--- config.mk ---
export PLATFORM = sky130hd
export DESIGN_NAME = axis_upsizer
export DESIGN_NICKNAME = d
export VERILOG_FILES = /design/src/rtl/axis_upsizer_pkg.sv /design/src/rtl/axis_upsizer_output_buffer.sv /design/src/rtl/axis_upsizer.sv
export SDC_FILE = /design/constraint.sdc
export NUM_CORES = 1
export LEC_CHECK = 0
export CAP_MARGIN = 5
export CELL_PAD_IN_SITES_DETAIL_PLACEMENT = 0
export CELL_PAD_IN_SITES_GLOBAL_PLACEMENT = 1
export CORE_UTILIZATION = 35
export CTS_CLUSTER_DIAMETER = 120
export DETAILED_ROUTE_END_ITERATION = 8
export PLACE_DENSITY = 0.79
export SLEW_MARGIN = 20
export SYNTH_ARGS = -nofsm -noshare
export SYNTH_HDL_FRONTEND = slang
export SYNTH_SLANG_ARGS = --single-unit
--- constraint.sdc ---
create_clock -name aclk -period 8.6 [get_ports aclk]
set_clock_uncertainty 0.05 [all_clocks]
set_input_delay 2.58 -clock aclk [delete_from_list [all_inputs] [get_ports aclk]]
set_output_delay 2.58 -clock aclk [all_outputs]
set_load 0.05 [all_outputs]
--- src/rtl/axis_upsizer_pkg.sv ---
// Shared types for the AXI-Stream width upsizer.
package axis_upsizer_pkg;

  // What the current input cycle does to the packing state.
  typedef enum logic [1:0] {
    BEAT_IDLE     = 2'd0,  // no valid input word
    BEAT_STORE    = 2'd1,  // word written into accumulator, counter advances
    BEAT_COMPLETE = 2'd2,  // word closes an output word and is accepted
    BEAT_STALL    = 2'd3   // word would close an output word but output stage is full
  } beat_kind_e;

endpackage

--- src/rtl/axis_upsizer_output_buffer.sv ---
// One-deep registered output slice: holds a word until the sink takes it,
// and refills in the same cycle it drains so a stream runs without bubbles.
module output_buffer #(
  parameter int DATA_WIDTH = 129
) (
  input  logic                  aclk,
  input  logic                  aresetn,
  input  logic [DATA_WIDTH-1:0] in_data,
  input  logic                  in_valid,
  output logic                  in_ready,
  output logic [DATA_WIDTH-1:0] out_data,
  output logic                  out_valid,
  input  logic                  out_ready
);

  assign in_ready = ~out_valid | out_ready;

  // Load a new word whenever the slot is empty or being drained; data only
  // changes on a load, so it stays stable while the sink stalls.
  always_ff @(posedge aclk) begin
    if (!aresetn) begin
      out_valid <= 1'b0;
      out_data  <= '0;
    end else if (in_ready) begin
      out_valid <= in_valid;
      if (in_valid) begin
        out_data <= in_data;
      end
    end
  end

endmodule

--- src/rtl/axis_upsizer.sv ---
// Packs narrow AXI-Stream words into wide words. cfg_data selects how many
// narrow words make one wide word; tlast flushes a partial word early with
// the unwritten upper slices left at zero.
module axis_upsizer
  import axis_upsizer_pkg::*;
#(
  parameter int S_AXIS_TDATA_WIDTH = 32,
  parameter int M_AXIS_TDATA_WIDTH = 128
) (
  input  logic                          aclk,
  input  logic                          aresetn,
  input  logic [15:0]                   cfg_data,
  input  logic [S_AXIS_TDATA_WIDTH-1:0] s_axis_tdata,
  input  logic                          s_axis_tvalid,
  input  logic                          s_axis_tlast,
  output logic                          s_axis_tready,
  output logic [M_AXIS_TDATA_WIDTH-1:0] m_axis_tdata,
  output logic                          m_axis_tvalid,
  output logic                          m_axis_tlast,
  input  logic                          m_axis_tready
);

  localparam int RATIO      = M_AXIS_TDATA_WIDTH / S_AXIS_TDATA_WIDTH;
  localparam int CNTR_WIDTH = (RATIO > 1) ? $clog2(RATIO) : 1;
  localparam int SW         = S_AXIS_TDATA_WIDTH;
  localparam logic [CNTR_WIDTH-1:0] MAX_IDX = CNTR_WIDTH'(RATIO - 1);

  logic [CNTR_WIDTH-1:0]         cntr;
  logic [CNTR_WIDTH-1:0]         cfg_lim;
  logic [CNTR_WIDTH-1:0]         lim;
  logic [M_AXIS_TDATA_WIDTH-1:0] acc;
  logic [M_AXIS_TDATA_WIDTH-1:0] word;
  logic                          end_cond;
  logic                          buf_valid;
  logic                          buf_ready;
  logic [M_AXIS_TDATA_WIDTH:0]   buf_out;
  logic                          unused_cfg;
  beat_kind_e                    beat;

  // Upper cfg bits are ignored; a limit beyond the slice count saturates.
  assign cfg_lim    = cfg_data[CNTR_WIDTH-1:0];
  assign lim        = (cfg_lim > MAX_IDX) ? MAX_IDX : cfg_lim;
  assign unused_cfg = ^cfg_data;

  // >= rather than == so lowering cfg mid-word closes the word on the next beat.
  assign end_cond = (cntr >= lim) | s_axis_tlast;

  // Accumulator with the current input word dropped into slice cntr.
  always_comb begin
    word = acc;
    for (int j = 0; j < RATIO; j++) begin
      if (CNTR_WIDTH'(j) == cntr) begin
        word[j*SW +: SW] = s_axis_tdata;
      end
    end
  end

  // Classify the cycle; reset blocks any store or hand-off to the output stage.
  always_comb begin
    beat          = BEAT_IDLE;
    buf_valid     = 1'b0;
    s_axis_tready = 1'b1;
    if (!aresetn) begin
      s_axis_tready = (lim != '0);
    end else begin
      s_axis_tready = end_cond ? buf_ready : 1'b1;
      buf_valid     = s_axis_tvalid & end_cond;
      if (s_axis_tvalid) begin
        if (!end_cond) begin
          beat = BEAT_STORE;
        end else if (buf_ready) begin
          beat = BEAT_COMPLETE;
        end else begin
          beat = BEAT_STALL;
        end
      end
    end
  end

  // Slice counter and accumulator; a completed word restarts from a clean slate
  // so unwritten slices of the next word read as zero.
  always_ff @(posedge aclk) begin
    if (!aresetn) begin
      cntr <= '0;
      acc  <= '0;
    end else begin
      case (beat)
        BEAT_STORE: begin
          acc  <= word;
          cntr <= cntr + 1'b1;
        end
        BEAT_COMPLETE: begin
          acc  <= '0;
          cntr <= '0;
        end
        default: ;
      endcase
    end
  end

  output_buffer #(
    .DATA_WIDTH(M_AXIS_TDATA_WIDTH + 1)
  ) u_out_buf (
    .aclk      (aclk),
    .aresetn   (aresetn),
    .in_data   ({s_axis_tlast, word}),
    .in_valid  (buf_valid),
    .in_ready  (buf_ready),
    .out_data  (buf_out),
    .out_valid (m_axis_tvalid),
    .out_ready (m_axis_tready)
  );

  assign m_axis_tlast = buf_out[M_AXIS_TDATA_WIDTH];
  assign m_axis_tdata = buf_out[M_AXIS_TDATA_WIDTH-1:0];

endmodule

Word level (Yosys, flattened, before mapping):

Index checks and enable logic that the tools add are counted.

* bits in registers: 260
* input bits: 53
* output and inout port bits: 131
* logic and storage cells: 34

* add/subtract/negate cells: 1
* order comparisons: 2
* equality and inequality tests: 5
* muxes and demuxes: 14
* bitwise operators: 4
* reduce and logical (&&, ||, !) cells: 4

Operator list (count)
* $pmux W128 S2: 1
* $mux W32: 4
* $mux W2: 4
* $eq A2 B2 Y1 const A: 2
* $mux W1: 4
* $pmux W2 S2: 1
* $reduce_bool A2 Y1: 2
* $add A2 B1 Y2 const B: 1
* $eq A1 B2 Y1 const A: 1
* $eq A2 B1 Y1 const B: 1
* $eq A2 B2 Y1 const B: 1
* $ge A2 B2 Y1: 1
* $gt A2 B2 Y1 const B: 1
* $logic_not A2 Y1: 1
* $or A1 B1 Y1: 2
* $reduce_and A2 Y1: 1
* $and A1 B1 Y1: 1
* $not A1 Y1: 1

Longest topological paths before layout:

* depth after elaboration: 9
* gate-level depth with buffers: 15
* depth with buffers taken out: 10

Cells and area by module:

Synthesis repeated with hierarchy kept, for this count alone.

* cells, all modules: 1021
* area, all modules: 11317.1 um^2

Modules (own cells, without submodules)
* axis_upsizer: instances 1, cells an instance 456, area an instance 6133.4 um^2, seq. area each 2602.5 um^2
* output_buffer: instances 1, cells an instance 565, area an instance 5183.7 um^2, seq. area each 2602.5 um^2

Least setup slack after synthesis:

No wires, ideal clock.

* kind: input to output
* start: in cfg_data[0]
* end: out s_axis_tready
* arrival time: 4.476 ns
* data required time: 5.970 ns
* slack: 1.494 ns
* stages on the path: 6
* path buffers: 2
* cells stage by stage: ha_1 > nand2b_1 > a211o_1 > buf_2 > clkbuf_1 > a31oi_1

* longest elaborated chain between the ends: 6
* elaborated cells between the ends (all ways): 7
* those cells by class: order compare: 2; mux: 3; bitwise: 1; reduce/logical: 1

Ends and longest elaborated chain
* from (decl): RTL line axis_upsizer.sv:12 `input logic [15:0] cfg_data,`
* $gt A2 B2 Y1: RTL line axis_upsizer.sv:42 `assign lim = (cfg_lim > MAX_IDX) ? MAX_IDX : cfg_lim;`
* $mux W2 *: RTL line axis_upsizer.sv:42
* $ge A2 B2 Y1: RTL line axis_upsizer.sv:46 `assign end_cond = (cntr >= lim) | s_axis_tlast;`
* $or A1 B1 Y1: RTL line axis_upsizer.sv:46
* $mux W1: RTL line axis_upsizer.sv:66 `s_axis_tready = end_cond ? buf_ready : 1'b1;`
* $mux W1 *: RTL line axis_upsizer.sv:63 `if (!aresetn) begin`
* to (decl): RTL line axis_upsizer.sv:16 `output logic s_axis_tready,`

Mark *: on every way between the ends. The rest lies on a longest branch, timed or not.

Worst setup path after layout:

Same ends and word-level chain as after synthesis.

==> results.tsv <==
stage	metric	value	unit
outcome	status	finished clean	
clocking	insertion_delay	0.54	ns
critical_path	crit_end	s_axis_tready	
synthesis	synth_area_leader_cell	dfxtp_1	
cells_and_area	area_growth	24.3	%
floorplan	boundaryPins	184	
place	placed_area	13200	µm²
synthesis	netlist_area	11400	µm²
critical_path	crit_type	in -> out	
drt	via_per_inst	5.04	
global_routing	grt_overflow	0	
drt	ant_nets	0	
clocking	cts_buffers	29	
critical_path	cp-start-kind	input pin	
synthesis	synth_flop_cell	dfxtp_1	
place	place_ws	1.11	ns
synthesis	yosys.area_share.adder	0.766	%
critical_path	reg2regPathDepth	11	
sta	timing.final.crit_period	7.48	ns
global_routing	grt_pass1_wl	45200	µm
sta	rsz0062_at_grt	false	
synthesis	synth.distinct_cells	27	
place	io_buffers	169	
synthesis	synth_xor_area_share	0	%
sta	period_share	87.0	%
global_routing	grtUsageTotal	16.6	%
worst_hold_path	hp-class	reg -> reg	
drt	initialDrtViolationCount	499	
synthesis	ys_async_sr_fraction	0	%
power	p_leak	0.00551	µW
synthesis	synth_common_cells	dfxtp_1, nand2_1, mux2i_1	
synthesis	synth-seq-cells	260	
synthesis	yosys.area.top_type_share	45.5	%
clocking	cts_resized	0	
critical_path	required	5.97	ns
global_routing	grt_pass1_vias	8181	
clocking	cts_sinks	260	
global_routing	grt.busiest_layer	met2	
synthesis	synth_edf_count	0	
global_routing	antenna_found_initial	0	
clocking	cts_buffer_depth	3	
synthesis	synth_nets	1235	
critical_path	worstReg2RegEnd	acc[25]	
cells_and_area	post-route-util	44.7	%
critical_path	r2r-start	cntr[0]	
cells_and_area	final_area	14200	µm²
cells_and_area	fin_nets	1330	
flow_run	maxCapViolCount	0	
synthesis	yosysMostFrequentCell	dfxtp_1	
drt	dr.pass1.iters	5	
global_routing	grt_max_degree	132	
sta	fin_tns_setup	0	ns
cells_and_area	final_cells	1722	
global_routing	gr-usage-met2	25.6	%
place	placedCellCount	1674	
critical_path	r2r_slack	4.67	ns
sta	drv_slew	0	
floorplan	die_x	183	µm
critical_path	end_kind	primary output	
synthesis	yosysSeqAreaShare	45.5	%
cells_and_area	multiInputGateArea	5690	µm²
clocking	cts_tree	built	
power	vdd_drop_max	132	µV
clocking	cts_root_buffer	clkbuf_16	
floorplan	start_util	35.9	%
floorplan	dieArea	33400	µm²
drt	vias	8687	
sta	finalSetupViolations	0	
place	gp_congestion	0.712	
synthesis	synth_area_leaders	dfxtp_1, mux2i_1, mux2_2	
cells_and_area	nFillCells	3046	
clocking	cts-hold-fix-buffers	0	
synthesis	syn_area_per_cell	9.73	µm²
drt	drc_errors	0	
synthesis	synth_top_family_by_area	multiplexers	
clocking	clkTransAtPathRegs	0.06	ns
global_routing	gr-usage-met1	24.0	%
synthesis	netlist_instances	1175	
sta	hold_violations	0	
sta	max_freq	0.134	GHz
cells_and_area	antenna_cells	0	
drt	routed_wl	28200	µm
floorplan	rows	65	
place	dp_hpwl	16300	µm
cells_and_area	drive_above_1_share	10.3	%
drt	wl_per_cell	16.4	µm
clocking	htree_num_levels	1	
synthesis	yosys_warnings	0	
synthesis	synth-compound-area-share	13.7	%
cells_and_area	register_area	5200	µm²
global_routing	gr-usage-met3	2.85	%
sta	worst_slew_pin_slew	1.07	ns
sta	fin_ws	1.12	ns
power	power.density	219	nW/µm²
critical_path	crit_arrival	4.85	ns
floorplan	die_h	183	µm
floorplan	fp.coreArea	31800	µm²
critical_path	path_max_fanout	9	
critical_path	crit_path_start	cfg_data[0]	
synthesis	synthMuxAreaShare	18.3	%
synthesis	synth-simple-area-share	16.7	%
sta	max_slew_margin	28.7	%
clocking	cts_setup_buffers	0	
==> flip-flops by register name, indices dropped and copies added, names as in the netlist <==
register             count
u_out_buf.out_data     129
cntr                     2
acc                    128
u_out_buf.out_valid      1
==> kinds of logic (layout without fill, tap and decap cells) <==
kind of cell | count (synthesis) | count (layout)
compound gates | 191 | 191
mux | 200 | 200
flops | 260 | 260
simple gates | 398 | 398
fa+ha+maj | 7 | 7
buf+inv | 119 | 231
==> layout by cell type, fill, tap and decap left out, types with 8 or more instances in the layout <==
master	instances
o211a_1	56
nand2_1	201
clkbuf_16	29
mux2i_1	128
o31ai_1	56
buf_4	9
nor2b_1	76
mux2_2	72
clkbuf_1	8
and2_1	56
dfxtp_1	260
nand3_1	58
clkdlybuf4s50_1	168
a22oi_1	73
==> power by group <==
part | switching [µW] | internal [µW] | total [µW]
logic | 353 | 196 | 548
clock network | 482 | 784 | 1270
registers | 30.8 | 1260 | 1290
==> metal layers <==
metal  wire [µm]  part of all wire [%]
met1       14000                    50
met2       12300                    44
met3        1340                   4.8
met4         524                   1.9
met5           0                     0
==> worst max-delay path: stages <==
cell and delay [ns]:
clkdlybuf4s50_1 0.43, ha_1 0.29, nand2b_1 0.14, a211o_2 0.41, a31oi_1 0.19, clkdlybuf4s50_1 0.82
==> worst min path at each step <==
stage / cells after the start / from / slack (ns) / endpoint
after floorplan: 2 / acc[0] / 0.45 / acc[0]
after global placement: 2 / u_out_buf.out_data[128] / 0.39 / u_out_buf.out_data[128]
after detailed placement: 2 / u_out_buf.out_data[17] / 0.40 / u_out_buf.out_data[17]
after CTS: 2 / u_out_buf.out_data[59] / 0.41 / u_out_buf.out_data[59]
after global routing: 2 / u_out_buf.out_data[26] / 0.42 / u_out_buf.out_data[26]
final: 2 / u_out_buf.out_data[59] / 0.40 / u_out_buf.out_data[59]
==> per-stage QoR <==
step,hold slack (ns),power [µW]
3_5_place_dp,0.396,1870
2_1_floorplan,0.450,1700
6_report,0.402,3110
3_3_place_gp,0.393,1870
4_1_cts,0.407,3140
5_1_grt,0.422,3230
==> final cells by class <==
class / instances / area share [%]
Tap cell: 435 / 3.83
Multi-Input combinational cell: 796 / 40.1
Inverter: 4 / 0.106
Clock buffer: 43 / 5.90
Sequential cell: 260 / 36.6
Clock inverter: 5 / 0.881
Timing Repair Buffer: 179 / 12.6
No activity file was read; power rests on OpenSTA's default activity.
